--- config.mk ---
export PLATFORM = sky130hd
export DESIGN_NAME = systolic_mem_seq
export DESIGN_NICKNAME = d
export VERILOG_FILES = /design/src/rtl/systolic_mem_pkg.sv /design/src/rtl/seq_addr_gen.sv /design/src/rtl/systolic_mem_seq.sv
export SDC_FILE = /design/constraint.sdc
export NUM_CORES = 1
export LEC_CHECK = 0
export BUFFER_PORTS_ARGS = -buffer_cell sky130_fd_sc_hd__buf_2
export CAP_MARGIN = 30
export CORE_AREA = 2 2 177 179
export DETAILED_ROUTE_END_ITERATION = 16
export DIE_AREA = 0 0 179 181
export PLACE_DENSITY = 0.37
export SLEW_MARGIN = 20
export SYNTH_ARGS = -nofsm -noshare
export SYNTH_HDL_FRONTEND = slang
export SYNTH_SLANG_ARGS = --single-unit
--- constraint.sdc ---
create_clock -name clk -period 2.2 [get_ports clk]
set_input_delay 0.22 -clock clk [delete_from_list [all_inputs] [get_ports clk]]
set_output_delay 0.22 -clock clk [all_outputs]
set_load 0.03 [all_outputs]
--- src/rtl/systolic_mem_pkg.sv ---
// rtl/systolic_mem_pkg.sv - shared enums for the systolic memory sequencer
// Purpose: operation mode encoding and sequencer FSM state encoding.
// Ports: none (package).
package systolic_mem_pkg;

  // Encoding matches the 2-bit mode input.
  typedef enum logic [1:0] {
    MODE_IDLE = 2'd0,
    MODE_AS   = 2'd1,
    MODE_SA   = 2'd2,
    MODE_RSVD = 2'd3
  } mode_e;

  typedef enum logic [2:0] {
    ST_IDLE   = 3'd0,
    ST_STREAM = 3'd1,
    ST_DRAIN  = 3'd2,
    ST_SAVE   = 3'd3,
    ST_NEXT   = 3'd4,
    ST_DONE   = 3'd5
  } state_e;

endpackage

--- src/rtl/seq_addr_gen.sv ---
// rtl/seq_addr_gen.sv - base/stride address arithmetic for the sequencer
// Purpose: forms the A-RAM operand address, the S-RAM operand address and the
//          S-RAM result-row address from the sequencer counters. All math is
//          done at AW width and wraps modulo 2^AW.
// Ports:
//   line   in  LW  current line within the block
//   k      in  KW  current k-step within the line
//   blk    in  BW  current result block
//   row    in  KW  save row index t (0 = first written)
//   a_addr out AW  BASE_A + line*A_STR_L + k*A_STR_K
//   s_addr out AW  BASE_S + blk*S_STR_B + line*S_STR_L + k*S_STR_K
//   r_addr out AW  BASE_R + blk*R_STR_B + (TILE-1-row)*R_STR_T
module seq_addr_gen #(
  parameter int AW   = 32,
  parameter int TILE = 4,
  parameter int LW   = 2,
  parameter int KW   = 2,
  parameter int BW   = 2,
  parameter logic [AW-1:0] BASE_A  = '0,
  parameter logic [AW-1:0] A_STR_L = '0,
  parameter logic [AW-1:0] A_STR_K = '0,
  parameter logic [AW-1:0] BASE_S  = '0,
  parameter logic [AW-1:0] S_STR_B = '0,
  parameter logic [AW-1:0] S_STR_L = '0,
  parameter logic [AW-1:0] S_STR_K = '0,
  parameter logic [AW-1:0] BASE_R  = '0,
  parameter logic [AW-1:0] R_STR_B = '0,
  parameter logic [AW-1:0] R_STR_T = '0
) (
  input  logic [LW-1:0] line,
  input  logic [KW-1:0] k,
  input  logic [BW-1:0] blk,
  input  logic [KW-1:0] row,
  output logic [AW-1:0] a_addr,
  output logic [AW-1:0] s_addr,
  output logic [AW-1:0] r_addr
);

  logic [AW-1:0] line_w;
  logic [AW-1:0] k_w;
  logic [AW-1:0] blk_w;
  logic [AW-1:0] rrow_w;

  assign line_w = AW'(line);
  assign k_w    = AW'(k);
  assign blk_w  = AW'(blk);
  // Rows are stored bottom-up: the first row saved lands at the highest slot.
  assign rrow_w = AW'(TILE - 1) - AW'(row);

  assign a_addr = BASE_A + line_w * A_STR_L + k_w * A_STR_K;
  assign s_addr = BASE_S + blk_w * S_STR_B + line_w * S_STR_L + k_w * S_STR_K;
  assign r_addr = BASE_R + blk_w * R_STR_B + rrow_w * R_STR_T;

endmodule

--- src/rtl/systolic_mem_seq.sv ---
// rtl/systolic_mem_seq.sv - operand streaming / result save sequencer for a systolic tile
// Purpose: streams LINES*TILE operand beats from the A and S RAMs into the
//          array, waits DRAIN cycles, saves TILE result rows into the S RAM,
//          and repeats for BLOCKS result blocks.
// Optional feature: define SYSMEM_ACCUM_EN to make each saved row a
//          read-modify-write (rd_data_s + acc_in) taking 2 cycles per row.
// Ports:
//   clk, rst           clock, asynchronous active-high reset
//   start, mode, abort command inputs (mode 1 AS, 2 SA, 3 reserved)
//   rd_data_a/s        RAM read data, 1-cycle latency
//   addr_a, addr_s     RAM addresses; wen_s/wdata_s S-RAM write port
//   data_left/right    array operands; acc_in array result for the save row
//   tp_sel, sys_en, sys_mode, busy, done, err  status/control outputs
// DRAIN must be at least 1.
module systolic_mem_seq
  import systolic_mem_pkg::*;
#(
  parameter int DW     = 64,
  parameter int AW     = 32,
  parameter int TILE   = 4,
  parameter int LINES  = 336,
  parameter int BLOCKS = 2,
  parameter int DRAIN  = 8,
  parameter logic [AW-1:0] BASE_A  = '0,
  parameter logic [AW-1:0] A_STR_L = AW'(TILE),
  parameter logic [AW-1:0] A_STR_K = AW'(1),
  parameter logic [AW-1:0] BASE_S  = '0,
  parameter logic [AW-1:0] S_STR_B = AW'(LINES * TILE),
  parameter logic [AW-1:0] S_STR_L = AW'(TILE),
  parameter logic [AW-1:0] S_STR_K = AW'(1),
  parameter logic [AW-1:0] BASE_R  = '0,
  parameter logic [AW-1:0] R_STR_B = AW'(TILE),
  parameter logic [AW-1:0] R_STR_T = AW'(1)
) (
  input  logic          clk,
  input  logic          rst,
  input  logic          start,
  input  logic [1:0]    mode,
  input  logic          abort,
  input  logic [DW-1:0] rd_data_a,
  input  logic [DW-1:0] rd_data_s,
  output logic [AW-1:0] addr_a,
  output logic [AW-1:0] addr_s,
  output logic          wen_s,
  output logic [DW-1:0] wdata_s,
  output logic [DW-1:0] data_left,
  output logic [DW-1:0] data_right,
  input  logic [DW-1:0] acc_in,
  output logic          tp_sel,
  output logic          sys_en,
  output logic          sys_mode,
  output logic          busy,
  output logic          done,
  output logic          err
);

  localparam int KW = $clog2(TILE);
  localparam int LW = (LINES > 1) ? $clog2(LINES) : 1;
  // blk is incremented in NEXT of the last block, so it must hold BLOCKS.
  localparam int BW = $clog2(BLOCKS + 1);
`ifdef SYSMEM_ACCUM_EN
  localparam int SAVE_LEN = 2 * TILE;
`else
  localparam int SAVE_LEN = TILE;
`endif
  localparam int SMAX = (DRAIN > SAVE_LEN) ? DRAIN : SAVE_LEN;
  localparam int SW = $clog2(SMAX + 1);

  state_e        state;
  mode_e         mode_q;
  logic [KW-1:0] cnt_k;
  logic [LW-1:0] cnt_line;
  logic [BW-1:0] blk;
  logic [SW-1:0] cnt_s;      // shared DRAIN / SAVE cycle counter
  logic          d_vld;      // an operand address was issued last cycle

  logic [KW-1:0] save_row;
  logic          save_wr;
  logic [DW-1:0] save_data;
  logic [AW-1:0] a_addr;
  logic [AW-1:0] s_addr;
  logic [AW-1:0] r_addr;

`ifdef SYSMEM_ACCUM_EN
  // Even cycle reads the row, odd cycle writes the accumulated value back.
  assign save_row  = cnt_s[KW:1];
  assign save_wr   = cnt_s[0];
  assign save_data = rd_data_s + acc_in;
`else
  assign save_row  = cnt_s[KW-1:0];
  assign save_wr   = 1'b1;
  assign save_data = acc_in;
`endif

  seq_addr_gen #(
    .AW(AW), .TILE(TILE), .LW(LW), .KW(KW), .BW(BW),
    .BASE_A(BASE_A), .A_STR_L(A_STR_L), .A_STR_K(A_STR_K),
    .BASE_S(BASE_S), .S_STR_B(S_STR_B), .S_STR_L(S_STR_L), .S_STR_K(S_STR_K),
    .BASE_R(BASE_R), .R_STR_B(R_STR_B), .R_STR_T(R_STR_T)
  ) u_addr_gen (
    .line   (cnt_line),
    .k      (cnt_k),
    .blk    (blk),
    .row    (save_row),
    .a_addr (a_addr),
    .s_addr (s_addr),
    .r_addr (r_addr)
  );

  always_ff @(posedge clk or posedge rst) begin
    if (rst) begin
      state    <= ST_IDLE;
      mode_q   <= MODE_IDLE;
      cnt_k    <= '0;
      cnt_line <= '0;
      blk      <= '0;
      cnt_s    <= '0;
      d_vld    <= 1'b0;
      tp_sel   <= 1'b1;
      err      <= 1'b0;
    end else begin
      err   <= 1'b0;
      d_vld <= 1'b0;
      if (abort) begin
        state    <= ST_IDLE;
        mode_q   <= MODE_IDLE;
        cnt_k    <= '0;
        cnt_line <= '0;
        blk      <= '0;
        cnt_s    <= '0;
      end else begin
        case (state)
          ST_IDLE: begin
            if (start) begin
              if (mode == MODE_AS || mode == MODE_SA) begin
                mode_q   <= mode_e'(mode);
                state    <= ST_STREAM;
                cnt_k    <= '0;
                cnt_line <= '0;
                blk      <= '0;
                cnt_s    <= '0;
              end else if (mode == MODE_RSVD) begin
                err <= 1'b1;
              end
            end
          end
          ST_STREAM: begin
            d_vld <= 1'b1;
            if (cnt_k == '0) tp_sel <= ~tp_sel;
            if (cnt_k == KW'(TILE - 1)) begin
              cnt_k <= '0;
              if (cnt_line == LW'(LINES - 1)) begin
                cnt_line <= '0;
                cnt_s    <= '0;
                state    <= ST_DRAIN;
              end else begin
                cnt_line <= cnt_line + LW'(1);
              end
            end else begin
              cnt_k <= cnt_k + KW'(1);
            end
          end
          ST_DRAIN: begin
            if (cnt_s == SW'(DRAIN - 1)) begin
              cnt_s <= '0;
              state <= ST_SAVE;
            end else begin
              cnt_s <= cnt_s + SW'(1);
            end
          end
          ST_SAVE: begin
            if (cnt_s == SW'(SAVE_LEN - 1)) begin
              cnt_s <= '0;
              state <= ST_NEXT;
            end else begin
              cnt_s <= cnt_s + SW'(1);
            end
          end
          ST_NEXT: begin
            blk      <= blk + BW'(1);
            cnt_k    <= '0;
            cnt_line <= '0;
            state    <= (blk < BW'(BLOCKS - 1)) ? ST_STREAM : ST_DONE;
          end
          ST_DONE: begin
            state  <= ST_IDLE;
            mode_q <= MODE_IDLE;
            blk    <= '0;
          end
          default: state <= ST_IDLE;
        endcase
      end
    end
  end

  assign busy     = (state != ST_IDLE);
  assign done     = (state == ST_DONE);
  assign sys_mode = (mode_q == MODE_AS);
  // Data beats run one cycle behind the addresses and the array keeps
  // computing through the drain window.
  assign sys_en   = d_vld | (state == ST_DRAIN);

  assign addr_a = (state == ST_STREAM) ? a_addr :
                  '0;
  assign addr_s = (state == ST_STREAM) ? s_addr :
                  (state == ST_SAVE)   ? r_addr :
                  '0;

  // abort is combinational here so the write is suppressed in the abort cycle.
  assign wen_s   = (state == ST_SAVE) && save_wr && !abort;
  assign wdata_s = wen_s ? save_data : '0;

  assign data_left  = !d_vld ? '0 : (mode_q == MODE_AS) ? rd_data_a : rd_data_s;
  assign data_right = !d_vld ? '0 : (mode_q == MODE_AS) ? rd_data_s : rd_data_a;

endmodule

* Word-level counts from Yosys, hierarchy flattened
Index checks and enable logic that the tools add are counted.
Widths: inputs -> output; s select.
** Cells by class
- Equality and inequality tests :: 19
- Muxes and demuxes :: 49
- Order comparisons :: 1
- Reductions and logical operators :: 17
- Multipliers :: 1
- Bitwise operators :: 3
- Add/subtract/negate cells :: 9
** Operators with widths (count)
- $mux 64 :: 5
- $mux 32 :: 3
- $mux 9 :: 5
- $add 32x11->32 :: 1
- $add 32x2->32 :: 1
- $add 4x32->32 :: 1
- $mux 4 :: 7
- $pmux 9 s3 :: 1
- $mux 3 :: 8
- $ne 3x3->1 const B :: 6
- $mux 2 :: 8
- $pmux 4 s4 :: 1
- $pmux 3 s5 :: 1
- $add 11x2->12 :: 1
- $pmux 2 s3 :: 2
- $reduce_and 3->1 :: 4
- $add 9x1->9 const B :: 1
- $eq 9x9->1 const B :: 1
- $reduce_bool 4->1 :: 2
- $mul 2x5->7 const B :: 1
- $mux 1 :: 7
- $eq 2x2->1 const B :: 3
- $eq 3x2->1 const B :: 2
- $eq 3x3->1 const B :: 2
- 21 further kinds :: 25
** Storage, ports and cells
- Output and inout port bits :: 263
- Bits in registers :: 25
- Word-level logic and storage cells :: 108

* Depth between registers and ports, before layout
Gate-level depths: netlist of the first run.
- Depth in word-level cells :: 6
- Gate-level depth with buffers :: 7
- Depth with buffers taken out :: 6

* Modules after synthesis
Synthesis of the first run repeated with hierarchy kept, for this count alone.
** Second synthesis, totals
- Cells, all modules :: 844
- Area, all modules :: 5393.9 um^2
** By module, submodules not included
- systolic_mem_seq :: cells each 728, seq. area each 626.9 um^2, instances 1, area each 4521.8 um^2
- seq_addr_gen :: cells each 116, seq. area each 0.0 um^2, instances 1, area each 872.1 um^2

* Least setup slack after synthesis of the first run
Ideal clock, no wire load.
- Path type :: reg-to-output
- Start point :: register blk[0]
- End point :: output addr_s[10]
- Data required time :: 1.980 ns
- Cell stages (with the launch flop) :: 7
- Slack :: 0.084 ns
- Arrival time :: 1.896 ns
- Cell sequence :: dfrtp_1 -> ha_1 -> fa_1 -> a21o_1 -> a21oi_1 -> xor2_1 -> nor2_1
** On the way
- Word-level cells in the longest chain between the ends :: 4
- Elaborated cells between the ends (all ways) :: 6
- Those cells by class :: add/sub (3); mul (1); mux (2)
** Ends and longest elaborated chain
- from (decl) :: RTL line systolic_mem_seq.sv:73 : logic [BW-1:0] blk;
- from (signal assigned) :: RTL line systolic_mem_seq.sv:180 : blk <= blk + BW'(1);
- $mul 2x5->7 :: RTL line seq_addr_gen.sv:51 : assign s_addr = BASE_S + blk_w * S_STR_B + line_w * S_STR_L + k_w * S_STR_K;
- $add 32x11->32 :: RTL line seq_addr_gen.sv:51
- $add 32x2->32 :: RTL line seq_addr_gen.sv:51
- $mux 32 * :: RTL line systolic_mem_seq.sv:205 : assign addr_s = (state == ST_STREAM) ? s_addr :
- to (decl) :: RTL line systolic_mem_seq.sv:43 : output logic [AW-1:0] addr_s,
Mark *: on every way between the ends. The rest lies on a longest branch, timed or not.

* Worst setup path in the final report of the first run
- Start point :: register blk[0]
- End point :: output addr_s[12]
Same word-level chain as after synthesis.

==> flow_summary.ini, run 1 <==
[run_status]
result_of_the_run = finished clean

[pwr]
pwr_density_cell_nw_per_um2 = 366
power.static_leakage_nw = 4.33
power.share.combinational = 0.643
share_seq_of_total_power = 0.200
ir_worst_vdd_uv = 205
portion_of_total_power_attributed_to_the_clock_network = 0.156
p_switching_mw = 1.38
power.share.switching = 0.508
cell_internal_pwr_mw = 1.33
p_total_mw = 2.71

[synthesis]
dominantRegCellSynth = sky130_fd_sc_hd__dfrtp_1
synthesis.area_per_instance_um2 = 6.22
area_share_of_the_leading_cell_type_in_the_synthesized_netlist = 0.213
synth_top_cells_by_area = sky130_fd_sc_hd__nand2_1, sky130_fd_sc_hd__a21boi_0, sky130_fd_sc_hd__dfrtp_1
number_of_flops_mapped_to_enable_cells_by_yosys = 0
ys_seq_area_frac = 0.132
synth_top_cell_by_area = sky130_fd_sc_hd__nand2_1
ys_async_sr_fraction = 1.00
number_of_instances_in_the_synthesized_netlist = 762
yosysUniqueCellTypes = 56
post_synth_instance_area_um2 = 4740
synthesis_stage_register_bit_count = 25
ys_warn_count = 0

[floorplanning]
die_w_um = 179
fp.coreArea_um2 = 30300
initial_core_util = 0.156
top_level_ports = 461
die_area_um2 = 32400
std_cell_rows = 64
dieHeight_um = 181

[final_layout]
layout_commonest_cell = sky130_fd_sc_hd__buf_2
antennaDiodeCount = 0
final_net_count = 1364
top_library_cells_by_usage_in_the_layout_fill_and_taps_aside = sky130_fd_sc_hd__buf_2, sky130_fd_sc_hd__nand2_1, sky130_fd_sc_hd__a21boi_0
fraction_of_final_layout_cells_with_drive_strength_greater_than_1 = 0.421
synthToLayoutAreaGrowth_pct = 56.3
utilization = 0.244
post_layout_instance_count_excluding_filler_cells = 1549

[worst_hold_path]
hold_class = input port to asynchronous set/reset pin

[detailed_routing]
drc = 0
dr_vias = 6532
drt_iter0_markers = 311
final_antenna_net_count = 0
drt_wl_total_um = 23700
routed_via_density = 4.22
route.detailed.wl_per_inst_um = 15.3
detail_route.first_pass.iterations = 4

[sta]
layout_min_cycle_time_ps = 2160
grt_setup_unrepaired = true
finalSetupViolCount = 0
report.final.hold_viol_count = 0
max_slew_violation_total_from_the_final_report = 0
min_period_over_period = 0.982
timing.clock.skew_ps = 4.28
max_freq_mhz = 463

[placed_design]
detailed_placement_hpwl_um = 19600
place_congestion = 0.817
dpl.cell_count = 1543
place.port_buffers = 420

[global_routing]
maximum_number_of_pins_on_one_net_before_global_route_repair = 83
track_usage = 0.132
grt_first_pass_wirelength_um = 33700
grt_pass1_vias = 6037
grt_overflow = 0
grt_antenna_before_repair = 3

[setup_path]
ff2ff_setup_slack_ps = 360
worst-r2r-cell-count = 6
cp-start-kind = register
critical_path_peak_fanout = 2
worstSetupEndpoint = addr_s[12]
timing.critical_path.slowest_cell_delay_ps = 380
worstReg2RegEnd = cnt_line[7]$_DFFE_PP0P_
worst_setup_path_startpoint = blk[0]$_DFFE_PP0P_
worst-setup-path-type = register to output port
r2r_start = state[1]$_DFFE_PP0P_
worst-endpoint-required_ps = 1980
path_cells = ha_2, fa_2, a21o_1, a21oi_2, nor2b_1, o211a_1, buf_6
end_kind = output port
critical_path.slowest_cell = sky130_fd_sc_hd__dfrtp_1
crit_arrival_ps = 1940

[clock_network]
clock-sinks = 25
clock_latency_of_the_later_clocked_register_in_the_worst_skew_pair_ps = 260
cts_h_tree_depth = 1
tritoncts_clock_tree = built
ctsHoldBuffers = 0
root_buffer = sky130_fd_sc_hd__clkbuf_16
numCtsBuffers = 3
clock_input_transition_at_the_sequential_cells_of_the_worst_setup_and_hold_paths_ps = 70
clockBufferDepth = 2

[run]
max-cap-violations = 0
flip-flops by register name, summed over array words and instances, names as in the netlist:
register / flops
blk: 2
cnt_k: 2
cnt_line: 9
cnt_s: 4
d_vld: 1
err: 1
mode_q: 2
state: 3
tp_sel: 1
worst max-delay path, delay by kind of cell (launching register included):
family	cells	cell delay [ps]
adder cells (fa/ha/maj)	2	550
AND/OR/NAND/NOR	1	60
buffers and inverters	1	140
AO/OA/AOI/OAI	3	540
flip-flops	1	380
per-stage QoR:
step	hold slack [ps]	instance area (µm²)	setup TNS [ps]	setup slack (ps)
3_5_place_dp	316	7250	0	150
4_1_cts	35.8	7370	0	4.78
2_1_floorplan	247	4880	0	84.4
5_1_grt	67.0	7410	-58.2	-58.2
6_report	13.9	7410	0	40.1
3_3_place_gp	319	7250	0	149
final cells by class:
type / instances / area (µm²)
flip-flops and latches: 25 / 633
repair buffers: 457 / 2470
fillers: 3522 / 22900
clock buffers: 4 / 78.8
well taps: 396 / 495
inverters: 12 / 52.6
multi-input cells: 655 / 3670
timing repair:
item | CTS | global route
pin swaps | 1 | 1
gates cloned | 0 | 0
gates resized for setup | 8 | 16
endpoints found under the setup margin | 4 | 31
setup buffers | 2 | 0
power by group through the flow:
stage / sequential, mW / combinational (mW) / clock [mW]
6_report: 0.543 / 1.75 / 0.424
5_1_grt: 0.551 / 1.92 / 0.460
4_1_cts: 0.545 / 1.76 / 0.436
3_5_place_dp: 0.553 / 1.76 / 0
3_3_place_gp: 0.552 / 1.76 / 0
2_1_floorplan: 0.551 / 1.15 / 0
synthesized netlist by cell type (4+ instances only):
master	instances
sky130_fd_sc_hd__nor2_1	19
sky130_fd_sc_hd__buf_4	44
sky130_fd_sc_hd__clkbuf_1	58
sky130_fd_sc_hd__o31ai_1	5
sky130_fd_sc_hd__a21oi_1	14
sky130_fd_sc_hd__o21ai_0	6
sky130_fd_sc_hd__xnor2_1	5
sky130_fd_sc_hd__and3_1	66
sky130_fd_sc_hd__nand3_1	9
sky130_fd_sc_hd__nand2_1	269
sky130_fd_sc_hd__nor3_1	6
sky130_fd_sc_hd__dfrtp_1	24
sky130_fd_sc_hd__a21o_1	5
sky130_fd_sc_hd__and2_1	12
sky130_fd_sc_hd__inv_1	12
sky130_fd_sc_hd__mux2i_1	4
sky130_fd_sc_hd__ha_1	11
sky130_fd_sc_hd__or4_1	5
sky130_fd_sc_hd__or3_1	4
sky130_fd_sc_hd__nand2b_1	6
sky130_fd_sc_hd__a21boi_0	129
layer usage:
layer  vias to the layer above  track usage  wire, µm
li1                       3250            -         -
met1                      2942        0.153      9320
met2                       320        0.253     12000
met3                        20       0.0231      2090
met4                         0       0.0189       317
met5                         -            0         0
logic make-up (layout without fill, tap and decap cells):
kind of cell | after synthesis | after routing | synth area share
AO/OA/AOI/OAI | 177 | 177 | 0.274
XOR/XNOR | 6 | 6 | 0.0111
adder cells (fa/ha/maj) | 12 | 12 | 0.0333
buffers and inverters | 121 | 473 | 0.134
flip-flops | 25 | 25 | 0.132
multiplexers | 7 | 7 | 0.0156
other | 1 | 40 | 0.000792
AND/OR/NAND/NOR | 413 | 413 | 0.398
worst min-delay path by stage:
stage,cells past startpoint,slack [ps],to,start
6_report,3,10,mode_q[1]$_DFFE_PP0P_,rst
5_1_grt,3,70,mode_q[1]$_DFFE_PP0P_,rst
4_1_cts,3,40,err$_DFF_PP0_,rst
3_5_place_dp,3,320,err$_DFF_PP0_,rst
3_3_place_gp,3,320,cnt_line[6]$_DFFE_PP0P_,rst
2_1_floorplan,1,250,blk[0]$_DFFE_PP0P_,rst
Note: power is estimated with default switching activity, not from simulation.
==> inputs of run 2 (changes only) <==
--- a/config.mk
+++ b/config.mk
@@ -8,6 +8,7 @@
 export BUFFER_PORTS_ARGS = -buffer_cell sky130_fd_sc_hd__buf_2
 export CAP_MARGIN = 30
 export CORE_AREA = 2 2 177 179
+export CTS_BUF_LIST = sky130_fd_sc_hd__clkbuf_8 sky130_fd_sc_hd__clkbuf_16
 export DETAILED_ROUTE_END_ITERATION = 16
 export DIE_AREA = 0 0 179 181
 export PLACE_DENSITY = 0.37
==> flow_summary.ini, run 2 (same netlist as run 1, synthesis figures left out) <==
[run_status]
result_of_the_run = finished clean

[sta]
timing.final.ws_setup_ps = 40.1
final.hold.worst_slack_ps = 13.6
timing.clock.skew_ps = 4.51
max_freq_mhz = 463
min_period_over_period = 0.982
layout_min_cycle_time_ps = 2160
max_slew_violation_total_from_the_final_report = 0
report.final.hold_viol_count = 0
finalSetupViolCount = 0
grt_setup_unrepaired = true
totalNegativeSetupSlack_ps = 0

[clock_network]
clock_latency_of_the_later_clocked_register_in_the_worst_skew_pair_ps = 260
clock-sinks = 25
cts_h_tree_depth = 1
clock_input_transition_at_the_sequential_cells_of_the_worst_setup_and_hold_paths_ps = 70
root_buffer = sky130_fd_sc_hd__clkbuf_16
tritoncts_clock_tree = built
numCtsBuffers = 3
clockBufferDepth = 2

[final_layout]
fraction_of_final_layout_cells_with_drive_strength_greater_than_1 = 0.421
largest_register_ffs = 9
largest_registers = cnt_line x9, cnt_s x4, state x3
antennaDiodeCount = 0
post_layout_instance_count_excluding_filler_cells = 1549
synthToLayoutAreaGrowth_pct = 56.3
multiInputGateArea_um2 = 3670
top_register = cnt_line
final_net_count = 1364
utilization = 0.244
fillerInstances = 3522
design_area_um2 = 7410
seq_area_um2 = 633
top_library_cells_by_usage_in_the_layout_fill_and_taps_aside = sky130_fd_sc_hd__buf_2, sky130_fd_sc_hd__nand2_1, sky130_fd_sc_hd__a21boi_0
layout_commonest_cell = sky130_fd_sc_hd__buf_2

[global_routing]
track_usage = 0.132
grt_overflow = 0
maximum_number_of_pins_on_one_net_before_global_route_repair = 83
grt_pass1_vias = 6037
grt_antenna_before_repair = 3
grt_first_pass_wirelength_um = 33700

[setup_path]
critical_path_peak_fanout = 2
worst-setup-path-type = register to output port
worst-endpoint-required_ps = 1980
crit_arrival_ps = 1940
cp-start-kind = register
end_kind = output port

[worst_hold_path]
hold_class = input port to asynchronous set/reset pin

[placed_design]
dpl.cell_count = 1543
place.port_buffers = 420
place_congestion = 0.817
detailed_place.area_um2 = 7250
detailed_placement_hpwl_um = 19600
detailedPlace.worstSlack_ps = 150

[floorplanning]
std_cell_rows = 64
dieHeight_um = 181
die_area_um2 = 32400
top_level_ports = 461
fp.coreArea_um2 = 30300
initial_core_util = 0.156
die_w_um = 179

[detailed_routing]
drt_wl_total_um = 23700
final_antenna_net_count = 0
drc = 0
drt_iter0_markers = 308
route.detailed.wl_per_inst_um = 15.3
detail_route.first_pass.iterations = 4
dr_vias = 6532
routed_via_density = 4.22

[run]
max-cap-violations = 0

[pwr]
pwr_density_cell_nw_per_um2 = 366
ir_worst_vdd_uv = 205
p_total_mw = 2.71
power.static_leakage_nw = 4.33
## run 2: changes by cell type in the layout (fill, tap and decap cells not counted)
cell,before,now
sky130_fd_sc_hd__inv_1,11,12
sky130_fd_sc_hd__clkbuf_1,1,0
## run 2: cell type report
cell class	instances	area share
clock buffer	3	0.0101
clock inverter	1	0.000507
inverter	12	0.00710
multi-input combinational	655	0.496
sequential	25	0.0855
tap	396	0.0669
timing repair buffer	457	0.334
## run 2: what timing repair did
item	CTS	global route
setup buffers	2	0
gates resized for setup	8	16
pin swaps	1	1
hold buffers	0	0
setup endpoints to repair	4	31
## run 2: final timing paths
kind	from	endpoint	slack [ps]	cells past startpoint
hold / removal	rst	mode_q[1]$_DFFE_PP0P_	10	3
setup / recovery	blk[0]$_DFFE_PP0P_	addr_s[12]	40	7
setup reg to reg	state[1]$_DFFE_PP0P_	cnt_line[7]$_DFFE_PP0P_	350	6
max in group asynchronous	rst	tp_sel$_DFFE_PP1P_	1880	3
hold reg to reg	tp_sel$_DFFE_PP1P_	tp_sel$_DFFE_PP1P_	490	1
min in group clk	mode[0]	mode_q[0]$_DFFE_PP0P_	210	3
## run 2: where the power goes
| group | switching (mW) | internal (mW) |
|---|---|---|
| Clock | 0.176 | 0.244 |
| Combinational | 1.16 | 0.586 |
| Sequential | 0.0437 | 0.500 |
## run 2: routing by layer
layer / up-vias / routed length [µm] / track usage
met5: - / 0 / 0
met1: 2942 / 9320 / 0.153
met4: 0 / 317 / 0.0189
met3: 20 / 2090 / 0.0231
met2: 320 / 12000 / 0.253
li1: 3250 / - / -
## run 2: critical path, cell delays in order, from the launching register on
cell and delay, ps:
sky130_fd_sc_hd__dfrtp_1 380, sky130_fd_sc_hd__ha_2 200, sky130_fd_sc_hd__fa_2 350, sky130_fd_sc_hd__a21o_1 170, sky130_fd_sc_hd__a21oi_2 150, sky130_fd_sc_hd__nor2b_1 60
sky130_fd_sc_hd__o211a_1 220, sky130_fd_sc_hd__buf_6 140
==> inputs of run 3 (changes only) <==
--- a/config.mk
+++ b/config.mk
@@ -5,13 +5,14 @@
 export SDC_FILE = /design/constraint.sdc
 export NUM_CORES = 1
 export LEC_CHECK = 0
+export ABC_AREA = 1
 export BUFFER_PORTS_ARGS = -buffer_cell sky130_fd_sc_hd__buf_2
 export CAP_MARGIN = 30
-export CORE_AREA = 2 2 177 179
+export CORE_AREA = 2 2 181 183
 export CTS_BUF_LIST = sky130_fd_sc_hd__clkbuf_8 sky130_fd_sc_hd__clkbuf_16
 export DETAILED_ROUTE_END_ITERATION = 16
-export DIE_AREA = 0 0 179 181
-export PLACE_DENSITY = 0.37
+export DIE_AREA = 0 0 183 185
+export PLACE_DENSITY = 0.35
 export SLEW_MARGIN = 20
 export SYNTH_ARGS = -nofsm -noshare
 export SYNTH_HDL_FRONTEND = slang
==> flow_summary.ini, run 3 <==
[run_status]
result_of_the_run = finished clean

[global_routing]
maximum_number_of_pins_on_one_net_before_global_route_repair = 91
grt_first_pass_wirelength_um = 37200
track_usage = 0.140
grt_pass1_vias = 6066
grt_antenna_before_repair = 6
grt_overflow = 0

[sta]
timing.clock.skew_ps = 6.29
totalNegativeSetupSlack_ps = 0
layout_min_cycle_time_ps = 2030
max_slew_violation_total_from_the_final_report = 0
min_period_over_period = 0.923
report.final.hold_viol_count = 0
finalSetupViolCount = 0
timing.final.ws_setup_ps = 170
final.hold.worst_slack_ps = 27.0
max_freq_mhz = 493

[pwr]
ir_worst_vdd_uv = 366
pwr_density_cell_nw_per_um2 = 762
p_total_mw = 5.38
power.static_leakage_nw = 4.52

[placed_design]
place_congestion = 0.827
detailedPlace.worstSlack_ps = 274
place.port_buffers = 420
detailed_placement_hpwl_um = 21800

[detailed_routing]
detail_route.first_pass.iterations = 4
route.detailed.wl_per_inst_um = 15.6
drt_wl_total_um = 26200
drt_iter0_markers = 279
routed_via_density = 3.94
drc = 0
final_antenna_net_count = 0
dr_vias = 6599

[synthesis]
synth_top_cell_by_area = sky130_fd_sc_hd__nor2_1
synthesis.area_per_instance_um2 = 5.14
dominantRegCellSynth = sky130_fd_sc_hd__dfrtp_1
synthesis_stage_register_bit_count = 25
ys_async_sr_fraction = 1.00
yosysUniqueCellTypes = 37
post_synth_instance_area_um2 = 4520
number_of_flops_mapped_to_enable_cells_by_yosys = 0
number_of_instances_in_the_synthesized_netlist = 881
area_share_of_the_leading_cell_type_in_the_synthesized_netlist = 0.298
ys_seq_area_frac = 0.139
yosysMostFrequentCell = sky130_fd_sc_hd__nor2_1
ys_top_cells_by_count = sky130_fd_sc_hd__nor2_1, sky130_fd_sc_hd__o21ai_0, sky130_fd_sc_hd__inv_1, sky130_fd_sc_hd__nand2_1, sky130_fd_sc_hd__buf_4
ys_warn_count = 0
synth_top_cells_by_area = sky130_fd_sc_hd__nor2_1, sky130_fd_sc_hd__o21ai_0, sky130_fd_sc_hd__dfrtp_1

[clock_network]
clock-sinks = 25
tritoncts_clock_tree = built
clock_input_transition_at_the_sequential_cells_of_the_worst_setup_and_hold_paths_ps = 80
root_buffer = sky130_fd_sc_hd__clkbuf_16
cts_h_tree_depth = 1
numCtsBuffers = 3
clockBufferDepth = 2
ctsHoldBuffers = 0
clock_latency_of_the_later_clocked_register_in_the_worst_skew_pair_ps = 270

[run]
max-cap-violations = 0

[final_layout]
fraction_of_final_layout_cells_with_drive_strength_greater_than_1 = 0.371
largest_registers = cnt_line x9, cnt_s x4, state x3
top_register = cnt_line
top_library_cells_by_usage_in_the_layout_fill_and_taps_aside = sky130_fd_sc_hd__buf_2, sky130_fd_sc_hd__nor2_1, sky130_fd_sc_hd__o21ai_0
fillerInstances = 3844
multiInputGateArea_um2 = 3090
final_net_count = 1478
utilization = 0.220
seq_area_um2 = 633
layout_commonest_cell = sky130_fd_sc_hd__buf_2
synthToLayoutAreaGrowth_pct = 56.0
largest_register_ffs = 9

[setup_path]
worst-endpoint-required_ps = 1980
path_cells = ha_2, fa_2, nand3_1, nand2_1, nand2_1, inv_1, o21ai_1, nor2_1, buf_2
worst_setup_path_startpoint = blk[0]$_DFFE_PP0P_
cp-start-kind = register
critical_path_peak_fanout = 3
crit_arrival_ps = 1810
critPathBufInv = 2
end_kind = output port
ff2ff_setup_slack_ps = 520
r2r_start = cnt_line[1]$_DFFE_PP0P_
worst_path_dominant_cell_family = adder cells
critical_path.slowest_cell = sky130_fd_sc_hd__dfrtp_1
crit_top_cell = sky130_fd_sc_hd__nand2_1
worst-setup-path-type = register to output port
timing.critical_path.slowest_cell_delay_ps = 410

[worst_hold_path]
hold_class = input port to asynchronous set/reset pin

[floorplanning]
die_area_um2 = 33900
fp.coreArea_um2 = 32000
die_w_um = 183
std_cell_rows = 66
dieHeight_um = 185
top_level_ports = 461
initial_core_util = 0.141
## run 3: final timing paths
kind,end,cells after the start
setup reg to reg,cnt_s[1]$_DFFE_PP0P_,8
max in group asynchronous,tp_sel$_DFFE_PP1P_,3
hold / removal,d_vld$_DFF_PP0_,3
setup / recovery,addr_s[12],9
min in group clk,err$_DFF_PP0_,3
hold reg to reg,tp_sel$_DFFE_PP1P_,1
## run 3: timing repair
item,in CTS,in global routing
gates cloned,0,0
resized for setup,1,11
endpoints found under the hold margin,0,0
endpoints found under the setup margin,45,49
setup buffers,0,2
## run 3: cell type report
cell class                 count  area share
multi-input combinational    694       0.438
sequential                    25      0.0897
clock buffer                   3      0.0106
timing repair buffer         439       0.330
inverter                     105      0.0573
antenna                        1    0.000355
tap                          408      0.0723
clock inverter                 1     0.00106
## run 3: report_power, final
part / switching (mW) / total [mW] / internal [mW]
Clock: 0.200 / 0.448 / 0.248
Sequential: 0.0977 / 0.641 / 0.543
Combinational: 3.16 / 4.29 / 1.13
Total: 3.46 / 5.38 / 1.92
## run 3: logic make-up after synthesis
| logic type | count (synthesis) | share of synthesized area |
|---|---|---|
| AO/OA/AOI/OAI | 157 | 0.178 |
| XOR/XNOR | 2 | 0.00387 |
| adder cells (fa/ha/maj) | 12 | 0.0348 |
| buffers and inverters | 201 | 0.217 |
| flip-flops | 25 | 0.139 |
| other | 1 | 0.000829 |
| AND/OR/NAND/NOR | 483 | 0.427 |
## run 3: layer usage
metal / track usage / up-vias / share of wire
li1: - / 3404 / -
met1: 0.181 / 2962 / 0.43
met2: 0.248 / 212 / 0.49
met3: 0.0246 / 19 / 0.059
met4: 0.0227 / 2 / 0.014
met5: 0 / - / 0.00034
## run 3: per-stage QoR
step | cell area, µm² | instances
2_1_floorplan | 4670 | 920
3_3_place_gp | 6920 | 1669
3_5_place_dp | 6920 | 1669
4_1_cts | 7000 | 1673
5_1_grt | 7060 | 1676
6_report | 7060 | 1676
## run 3: worst reg2reg max path: cells and delay by family, from the launching register on
kind / cells / cell delay [ps]
simple gates: 7 / 920
fa+ha+maj: 1 / 250
flops: 1 / 400
